--- src/rtl/matrix_result_writer.sv ---
`default_nettype none
// ============================================================================
// Module   : matrix_result_writer
// Purpose  : Writes a 3-word header plus row-major elements of one matrix into
//            its BRAM slot and tracks which slots hold a complete matrix.
// Revision : 1.0 - initial release
// ============================================================================
module matrix_result_writer #(
    parameter int BLOCK_SIZE   = 1152,
    parameter int ADDR_WIDTH   = 14,
    parameter int DATA_WIDTH   = 32,
    parameter int HEADER_WORDS = 3
) (
    input  logic                  clk,
    input  logic                  rst_n,
    input  logic                  write_request,
    output logic                  write_ready,
    input  logic [2:0]            write_matrix_id,
    input  logic [7:0]            write_rows,
    input  logic [7:0]            write_cols,
    input  logic [0:7][7:0]       write_name,
    input  logic [DATA_WIDTH-1:0] write_data,
    input  logic                  write_data_valid,
    output logic                  writer_ready,
    output logic                  write_done,
    output logic                  write_error,
    output logic                  bram_wr_en,
    output logic [ADDR_WIDTH-1:0] bram_wr_addr,
    output logic [DATA_WIDTH-1:0] bram_wr_data,
    output logic [7:0]            matrix_valid
);

    localparam logic [ADDR_WIDTH-1:0] c_BLOCK     = ADDR_WIDTH'(BLOCK_SIZE);
    localparam logic [ADDR_WIDTH-1:0] c_HDR_WORDS = ADDR_WIDTH'(HEADER_WORDS);
    localparam logic [15:0]           c_MAX_TOTAL = 16'(BLOCK_SIZE - HEADER_WORDS);

    typedef enum logic [2:0] {
        S_IDLE   = 3'd0,
        S_CHECK  = 3'd1,
        S_HDR0   = 3'd2,
        S_HDR1   = 3'd3,
        S_HDR2   = 3'd4,
        S_STREAM = 3'd5,
        S_DONE   = 3'd6
    } state_t;

    state_t                  state_q, state_d;
    logic [2:0]              id_q, id_d;
    logic [7:0]              rows_q, rows_d;
    logic [7:0]              cols_q, cols_d;
    logic [0:7][7:0]         name_q, name_d;
    logic [15:0]             total_q, total_d;
    logic [15:0]             count_q, count_d;
    logic [ADDR_WIDTH-1:0]   base_q, base_d;
    logic                    err_q, err_d;
    logic                    write_ready_q, write_ready_d;
    logic                    writer_ready_q, writer_ready_d;
    logic                    write_done_q, write_done_d;
    logic                    write_error_q, write_error_d;
    logic                    wr_en_q, wr_en_d;
    logic [ADDR_WIDTH-1:0]   wr_addr_q, wr_addr_d;
    logic [DATA_WIDTH-1:0]   wr_data_q, wr_data_d;
    logic [7:0]              valid_q, valid_d;
    logic                    w_reject;

    assign w_reject = (rows_q == 8'd0) || (cols_q == 8'd0) || (total_q > c_MAX_TOTAL);

    always_comb begin
        state_d   = state_q;
        id_d      = id_q;
        rows_d    = rows_q;
        cols_d    = cols_q;
        name_d    = name_q;
        total_d   = total_q;
        count_d   = count_q;
        base_d    = base_q;
        err_d     = err_q;
        valid_d   = valid_q;
        wr_en_d   = 1'b0;
        wr_addr_d = wr_addr_q;
        wr_data_d = wr_data_q;

        case (state_q)
            S_IDLE: begin
                if (write_request) begin
                    id_d    = write_matrix_id;
                    rows_d  = write_rows;
                    cols_d  = write_cols;
                    name_d  = write_name;
                    total_d = 16'(write_rows) * 16'(write_cols);
                    base_d  = ADDR_WIDTH'(write_matrix_id) * c_BLOCK;
                    count_d = 16'd0;
                    err_d   = 1'b0;
                    state_d = S_CHECK;
                end
            end
            S_CHECK: begin
                if (w_reject) begin
                    err_d   = 1'b1;
                    state_d = S_DONE;
                end else begin
                    valid_d[id_q] = 1'b0;
                    wr_en_d       = 1'b1;
                    wr_addr_d     = base_q;
                    wr_data_d     = DATA_WIDTH'({rows_q, cols_q});
                    state_d       = S_HDR0;
                end
            end
            S_HDR0: begin
                wr_en_d   = 1'b1;
                wr_addr_d = base_q + ADDR_WIDTH'(1);
                wr_data_d = DATA_WIDTH'({name_q[3], name_q[2], name_q[1], name_q[0]});
                state_d   = S_HDR1;
            end
            S_HDR1: begin
                wr_en_d   = 1'b1;
                wr_addr_d = base_q + ADDR_WIDTH'(2);
                wr_data_d = DATA_WIDTH'({name_q[7], name_q[6], name_q[5], name_q[4]});
                state_d   = S_HDR2;
            end
            S_HDR2: begin
                state_d = S_STREAM;
            end
            S_STREAM: begin
                if (write_data_valid) begin
                    wr_en_d   = 1'b1;
                    wr_addr_d = base_q + c_HDR_WORDS + ADDR_WIDTH'(count_q);
                    wr_data_d = write_data;
                    count_d   = count_q + 16'd1;
                    if (count_q == total_q - 16'd1) begin
                        valid_d[id_q] = 1'b1;
                        state_d       = S_DONE;
                    end
                end
            end
            S_DONE: begin
                state_d = S_IDLE;
            end
            default: begin
                state_d = S_IDLE;
            end
        endcase

        // Handshake outputs are registered copies of the next state.
        write_ready_d  = (state_d == S_IDLE);
        writer_ready_d = (state_d == S_STREAM);
        write_done_d   = (state_d == S_DONE);
        write_error_d  = (state_d == S_DONE) && err_d;
    end

    always_ff @(posedge clk or negedge rst_n) begin
        if (!rst_n) begin
            state_q        <= S_IDLE;
            id_q           <= 3'd0;
            rows_q         <= 8'd0;
            cols_q         <= 8'd0;
            name_q         <= '0;
            total_q        <= 16'd0;
            count_q        <= 16'd0;
            base_q         <= '0;
            err_q          <= 1'b0;
            write_ready_q  <= 1'b1;
            writer_ready_q <= 1'b0;
            write_done_q   <= 1'b0;
            write_error_q  <= 1'b0;
            wr_en_q        <= 1'b0;
            wr_addr_q      <= '0;
            wr_data_q      <= '0;
            valid_q        <= 8'd0;
        end else begin
            state_q        <= state_d;
            id_q           <= id_d;
            rows_q         <= rows_d;
            cols_q         <= cols_d;
            name_q         <= name_d;
            total_q        <= total_d;
            count_q        <= count_d;
            base_q         <= base_d;
            err_q          <= err_d;
            write_ready_q  <= write_ready_d;
            writer_ready_q <= writer_ready_d;
            write_done_q   <= write_done_d;
            write_error_q  <= write_error_d;
            wr_en_q        <= wr_en_d;
            wr_addr_q      <= wr_addr_d;
            wr_data_q      <= wr_data_d;
            valid_q        <= valid_d;
        end
    end

    assign write_ready  = write_ready_q;
    assign writer_ready = writer_ready_q;
    assign write_done   = write_done_q;
    assign write_error  = write_error_q;
    assign bram_wr_en   = wr_en_q;
    assign bram_wr_addr = wr_addr_q;
    assign bram_wr_data = wr_data_q;
    assign matrix_valid = valid_q;

endmodule
`default_nettype wire

--- config.mk ---
export PLATFORM = sky130hd
export DESIGN_NAME = matrix_result_writer
export DESIGN_NICKNAME = d
export VERILOG_FILES = /design/src/rtl/matrix_result_writer.sv
export SDC_FILE = /design/constraint.sdc
export NUM_CORES = 1
export LEC_CHECK = 0
export CORE_ASPECT_RATIO = 1.2
export CORE_MARGIN = 4
export CORE_UTILIZATION = 50
export DETAILED_ROUTE_END_ITERATION = 8
export GPL_TIMING_DRIVEN = 0
export PLACE_DENSITY = 0.76
export REMOVE_ABC_BUFFERS = 1
export SLEW_MARGIN = 20
export SYNTH_ARGS = -nofsm -noshare
export SYNTH_HDL_FRONTEND = slang
export SYNTH_SLANG_ARGS = --single-unit
--- constraint.sdc ---
create_clock -name clk -period 6.8 [get_ports clk]
set_input_delay 1.7 -clock clk [delete_from_list [all_inputs] [get_ports clk]]
set_output_delay 1.7 -clock clk [all_outputs]
set_load 0.01 [all_outputs]
==> flow_summary_export.csv <==
group,metric,value,unit
status,run_status,"finished clean",
final_layout,area_of_all_sequential_standard_cells,4459,um^2
timing,slew_violations,0,
grt,grt_max_degree,83,
power,power-per-cell-area,401.5,nW/um^2
worst_setup_path,worstSetupPathDepth,16,
floorplanning,area_enclosed_by_the_die_boundary,23850,um^2
final_layout,drive_above_1_share,0.05508,
timing,postLayoutSetupSlackWorst,0.9589,ns
clocking,clock_tree.htree_level_count,4,
worst_setup_path,cp_num_buf_inv,4,
clocking,cts-buffers-inserted,17,
power,total_power_consumption_of_the_routed_design,5.415,mW
floorplanning,initial_core_util,0.5093,
timing,fin_crit_sh,0.8590,
floorplanning,boundaryPins,178,
logic_synthesis,synth_cell_type_count,68,
logic_synthesis,synth_sequential_area_ratio,0.4157,
worst_setup_path,critical_path_arrival,6.20,ns
timing,worst_hold_slack,0.4760,ns
worst_setup_path,cp-end-kind,"flip-flop",
timing,timing.final.hold_violations,0,
grt,grt.overflow.total,0,
drt,topRoutingLayerUsed,"met4",
grt,number_of_antenna_violations_at_the_first_check_in_global_routing,3,
timing,final-setup-viol-count,0,
place,dpl_worst_slack,0.4870,ns
place,place.detailed.instances,1636,
worst_setup_path,timing.critical_path.fanout_max,9,
drt,totalWireLength,27.94,mm
worst_setup_path,r2r_cells,8,
drt,wl_met2,14.75,mm
place,gpl.final_weighted_congestion,0.8417,
clocking,cts_tree,"done",
final_layout,final.fill_count,1785,
clocking,cts.root.buffer_cell,"sky130_fd_sc_hd__clkbuf_16",
final_layout,final_nets,1586,
final_layout,finalNonFillerCells,1671,
final_layout,stdcell_area,13490,um^2
flow_run,drv.max_cap_violation_count,0,
floorplanning,die_h,168.4,um
place,placement.io_buffers,177,
drt,drt_drc,0,
logic_synthesis,async_flop_share,1.000,
worst_setup_path,max_stage_delay,0.72,ns
timing,timing.clock.skew,0.01828,ns
grt,gr-usage-all-layers,0.2380,
clocking,post_cts_resize_count,0,
logic_synthesis,synth-warning-count,0,
clocking,clk_latency,0.44,ns
worst_setup_path,critPathSlowestCell,"sky130_fd_sc_hd__clkdlybuf4s50_1",
min_path,path_class_of_the_lowest_slack_min_delay_path,"reg2reg",
timing,unrepaired_setup_endpoints_after_global_routing,"no",
drt,drt_first_iter_violations,550,
drt,wl_per_cell,16.72,um
drt,wl_met3,1.191,mm
logic_synthesis,avgSynthCellArea,8.665,um^2
floorplanning,die_w,141.7,um
worst_setup_path,cpLargestDelayFamily,"adder cells",
worst_setup_path,crit_type,"in2reg",
worst_setup_path,cp_cell_sequence,"clkdlybuf4s50_1 -> nand2_1 -> fa_1 -> inv_1 -> fa_1 -> fa_1 -> inv_1 -> fa_1 -> inv_1 -> ha_1 -> nor3_1 -> o211ai_1 -> o21ai_0 -> o21ai_0 -> xnor2_1 -> o21ai_0",
clocking,clk_transition_reported_paths,0.08,ns
drt,m1WireLength,11.38,mm
clocking,cts_setup_buffers,0,
logic_synthesis,yosys_register_bits,178,
grt,global_route_wire_length_before_repair,45.78,mm
logic_synthesis,count_of_mapped_cells_out_of_synthesis,1237,
power,worst_ir_drop_vdd,0.0002477,V
clocking,clock_sinks,178,
drt,vias_per_cell,5.401,
logic_synthesis,yosys_most_used_dff,"sky130_fd_sc_hd__dfrtp_1",
power,cellLeakagePower,6.369,nW
grt,first_global_vias,9150,
final_layout,synthToLayoutAreaGrowth,25.81,%
min_path,hold_depth,2,
logic_synthesis,count_of_flip_flops_with_a_built_in_enable_after_synthesis,0,
timing,worst-slew-pin-transition,1.127,ns
drt,drt.antenna.violating_nets,0,
floorplanning,number_of_cell_rows,58,
place,dpl_cell_area,12840,um^2
floorplanning,design.core.area,21050,um^2
timing,layout_min_cycle_time,5.841,ns
worst_setup_path,cp_data_required_time,7.16,ns
drt,via_count,9025,
place,hpwl,20.53,mm
timing,max_clock_freq,171.2,MHz
drt,drt-pass1-iter-count,5,
worst_setup_path,setup.worst_path.start_class,"primary input",
clocking,clk_path_buf_depth,2,
logic_synthesis,post_synth_instance_area,10720,um^2
worst_setup_path,worst_path_most_repeated_cell,"sky130_fd_sc_hd__fa_1",
clocking,cts-hold-fix-buffers,0,
final_layout,multi_input_comb_area,5757,um^2
timing,maxSlewHeadroom,0.2459,
==> tightest hold or removal path, cell delays in order (launching register included) <==
cell                      delay, ns
sky130_fd_sc_hd__dfrtp_1       0.34
sky130_fd_sc_hd__nand2_1       0.05
sky130_fd_sc_hd__nand2_1       0.05
==> where the power goes <==
part | total (mW) | switching (mW) | leakage [nW] | internal, mW
Sequential | 1.98 | 0.447 | 2.19 | 1.53
Clock | 1.04 | 0.503 | 0.303 | 0.538
Combinational | 2.40 | 1.27 | 3.88 | 1.13
==> area by class of cell <==
cell class                 count  share of cell area
multi-input combinational    923              0.4269
sequential                   178              0.3307
timing repair buffer         201              0.1518
clock buffer                  17             0.03155
tap                          270             0.02505
inverter                      64             0.01800
clock inverter                15             0.01549
antenna                        3           0.0005567
==> per-stage QoR <==
step                        util  setup TNS [ns]
final                     0.6408               0
after global routing      0.6408               0
after CTS                 0.6404               0
after detailed placement  0.6103               0
after global placement    0.5963        -1591.34
after floorplan                -         -339.08
==> state kept, by name, indices dropped and copies added (netlist names), named ones only <==
register	count
err_q	1
write_ready	1
write_done	1
id_q	2
count_q	16
total_q	16
cols_q	8
bram_wr_addr	14
bram_wr_en	1
write_error	1
base_q	1
rows_q	8
writer_ready	1
name_q	64
bram_wr_data	32
state_q	3
==> synthesized netlist by cell type (3+ instances only) <==
library cell	instances	area, um^2
sky130_fd_sc_hd__o21a_1	4	30.03
sky130_fd_sc_hd__nor3_1	9	45.04
sky130_fd_sc_hd__a21oi_1	64	320.3
sky130_fd_sc_hd__o221ai_1	3	26.28
sky130_fd_sc_hd__buf_1	4	15.01
sky130_fd_sc_hd__a221oi_1	13	113.9
sky130_fd_sc_hd__ha_1	46	575.6
sky130_fd_sc_hd__nand3_1	19	95.09
sky130_fd_sc_hd__nand2b_1	9	56.30
sky130_fd_sc_hd__o31ai_1	13	97.59
sky130_fd_sc_hd__mux2i_1	35	350.3
sky130_fd_sc_hd__xor2_1	32	280.3
sky130_fd_sc_hd__fa_1	36	720.7
sky130_fd_sc_hd__and2_1	32	200.2
sky130_fd_sc_hd__and3_1	4	25.02
sky130_fd_sc_hd__a31oi_1	5	31.28
sky130_fd_sc_hd__nand4_1	7	43.79
sky130_fd_sc_hd__clkbuf_1	60	225.2
sky130_fd_sc_hd__nand2_1	343	1287
sky130_fd_sc_hd__xnor2_1	20	175.2
sky130_fd_sc_hd__nor2b_1	6	37.54
sky130_fd_sc_hd__nor2_1	109	409.1
sky130_fd_sc_hd__dfrtp_1	177	4429
sky130_fd_sc_hd__or4_1	6	45.04
sky130_fd_sc_hd__a21o_1	3	22.52
sky130_fd_sc_hd__inv_1	63	236.5
sky130_fd_sc_hd__o211ai_1	4	30.03
sky130_fd_sc_hd__or3_1	7	43.79
sky130_fd_sc_hd__nor4_1	5	31.28
sky130_fd_sc_hd__buf_2	8	40.04
sky130_fd_sc_hd__o21ai_0	45	225.2
==> worst paths after layout <==
check                              startpoint               to  slack [ns]
worst max-delay path            write_rows[2]      total_q[14]        0.96
worst min-delay path               name_q[49]       name_q[49]        0.48
worst max register to register     state_q[0]      count_q[15]        3.67
worst min register to register     name_q[49]       name_q[49]        0.48
max in group asynchronous               rst_n       state_q[0]        4.94
min in group asynchronous               rst_n  bram_wr_addr[2]        1.13
==> logic make-up (layout without fill, tap and decap cells) <==
group                    Yosys count  count (layout)  synth area share
adder cells (fa/ha/maj)           82              82            0.1209
multiplexers                      36              36           0.03373
AND/OR/NAND/NOR                  578             578            0.2366
flip-flops                       178             178            0.4157
AO/OA/AOI/OAI                    175             175            0.1020
other                              0               3                 0
XOR/XNOR                          52              52           0.04249
buffers and inverters            136             297           0.04856
==> routing by layer <==
| metal | track usage | up-vias |
|---|---|---|
| li1 | - | 4366 |
| met1 | 0.2889 | 4382 |
| met2 | 0.4245 | 232 |
| met3 | 0.03977 | 45 |
| met4 | 0.08556 | 0 |
| met5 | 0 | - |
==> cells in the final DEF, fill, tap and decap left out, types with 20 or more instances in the layout <==
| master | Yosys | final |
|---|---|---|
| sky130_fd_sc_hd__a21oi_1 | 64 | 63 |
| sky130_fd_sc_hd__xor2_1 | 32 | 32 |
| sky130_fd_sc_hd__nor2_1 | 109 | 109 |
| sky130_fd_sc_hd__and2_1 | 32 | 32 |
| sky130_fd_sc_hd__fa_1 | 36 | 36 |
| sky130_fd_sc_hd__xnor2_1 | 20 | 20 |
| sky130_fd_sc_hd__inv_1 | 63 | 63 |
| sky130_fd_sc_hd__clkdlybuf4s50_1 | 0 | 176 |
| sky130_fd_sc_hd__dfrtp_1 | 177 | 176 |
| sky130_fd_sc_hd__nand2_1 | 343 | 342 |
| sky130_fd_sc_hd__ha_1 | 46 | 46 |
| sky130_fd_sc_hd__mux2i_1 | 35 | 35 |
| sky130_fd_sc_hd__o21ai_0 | 45 | 45 |
(Power assumes the default switching activity.)
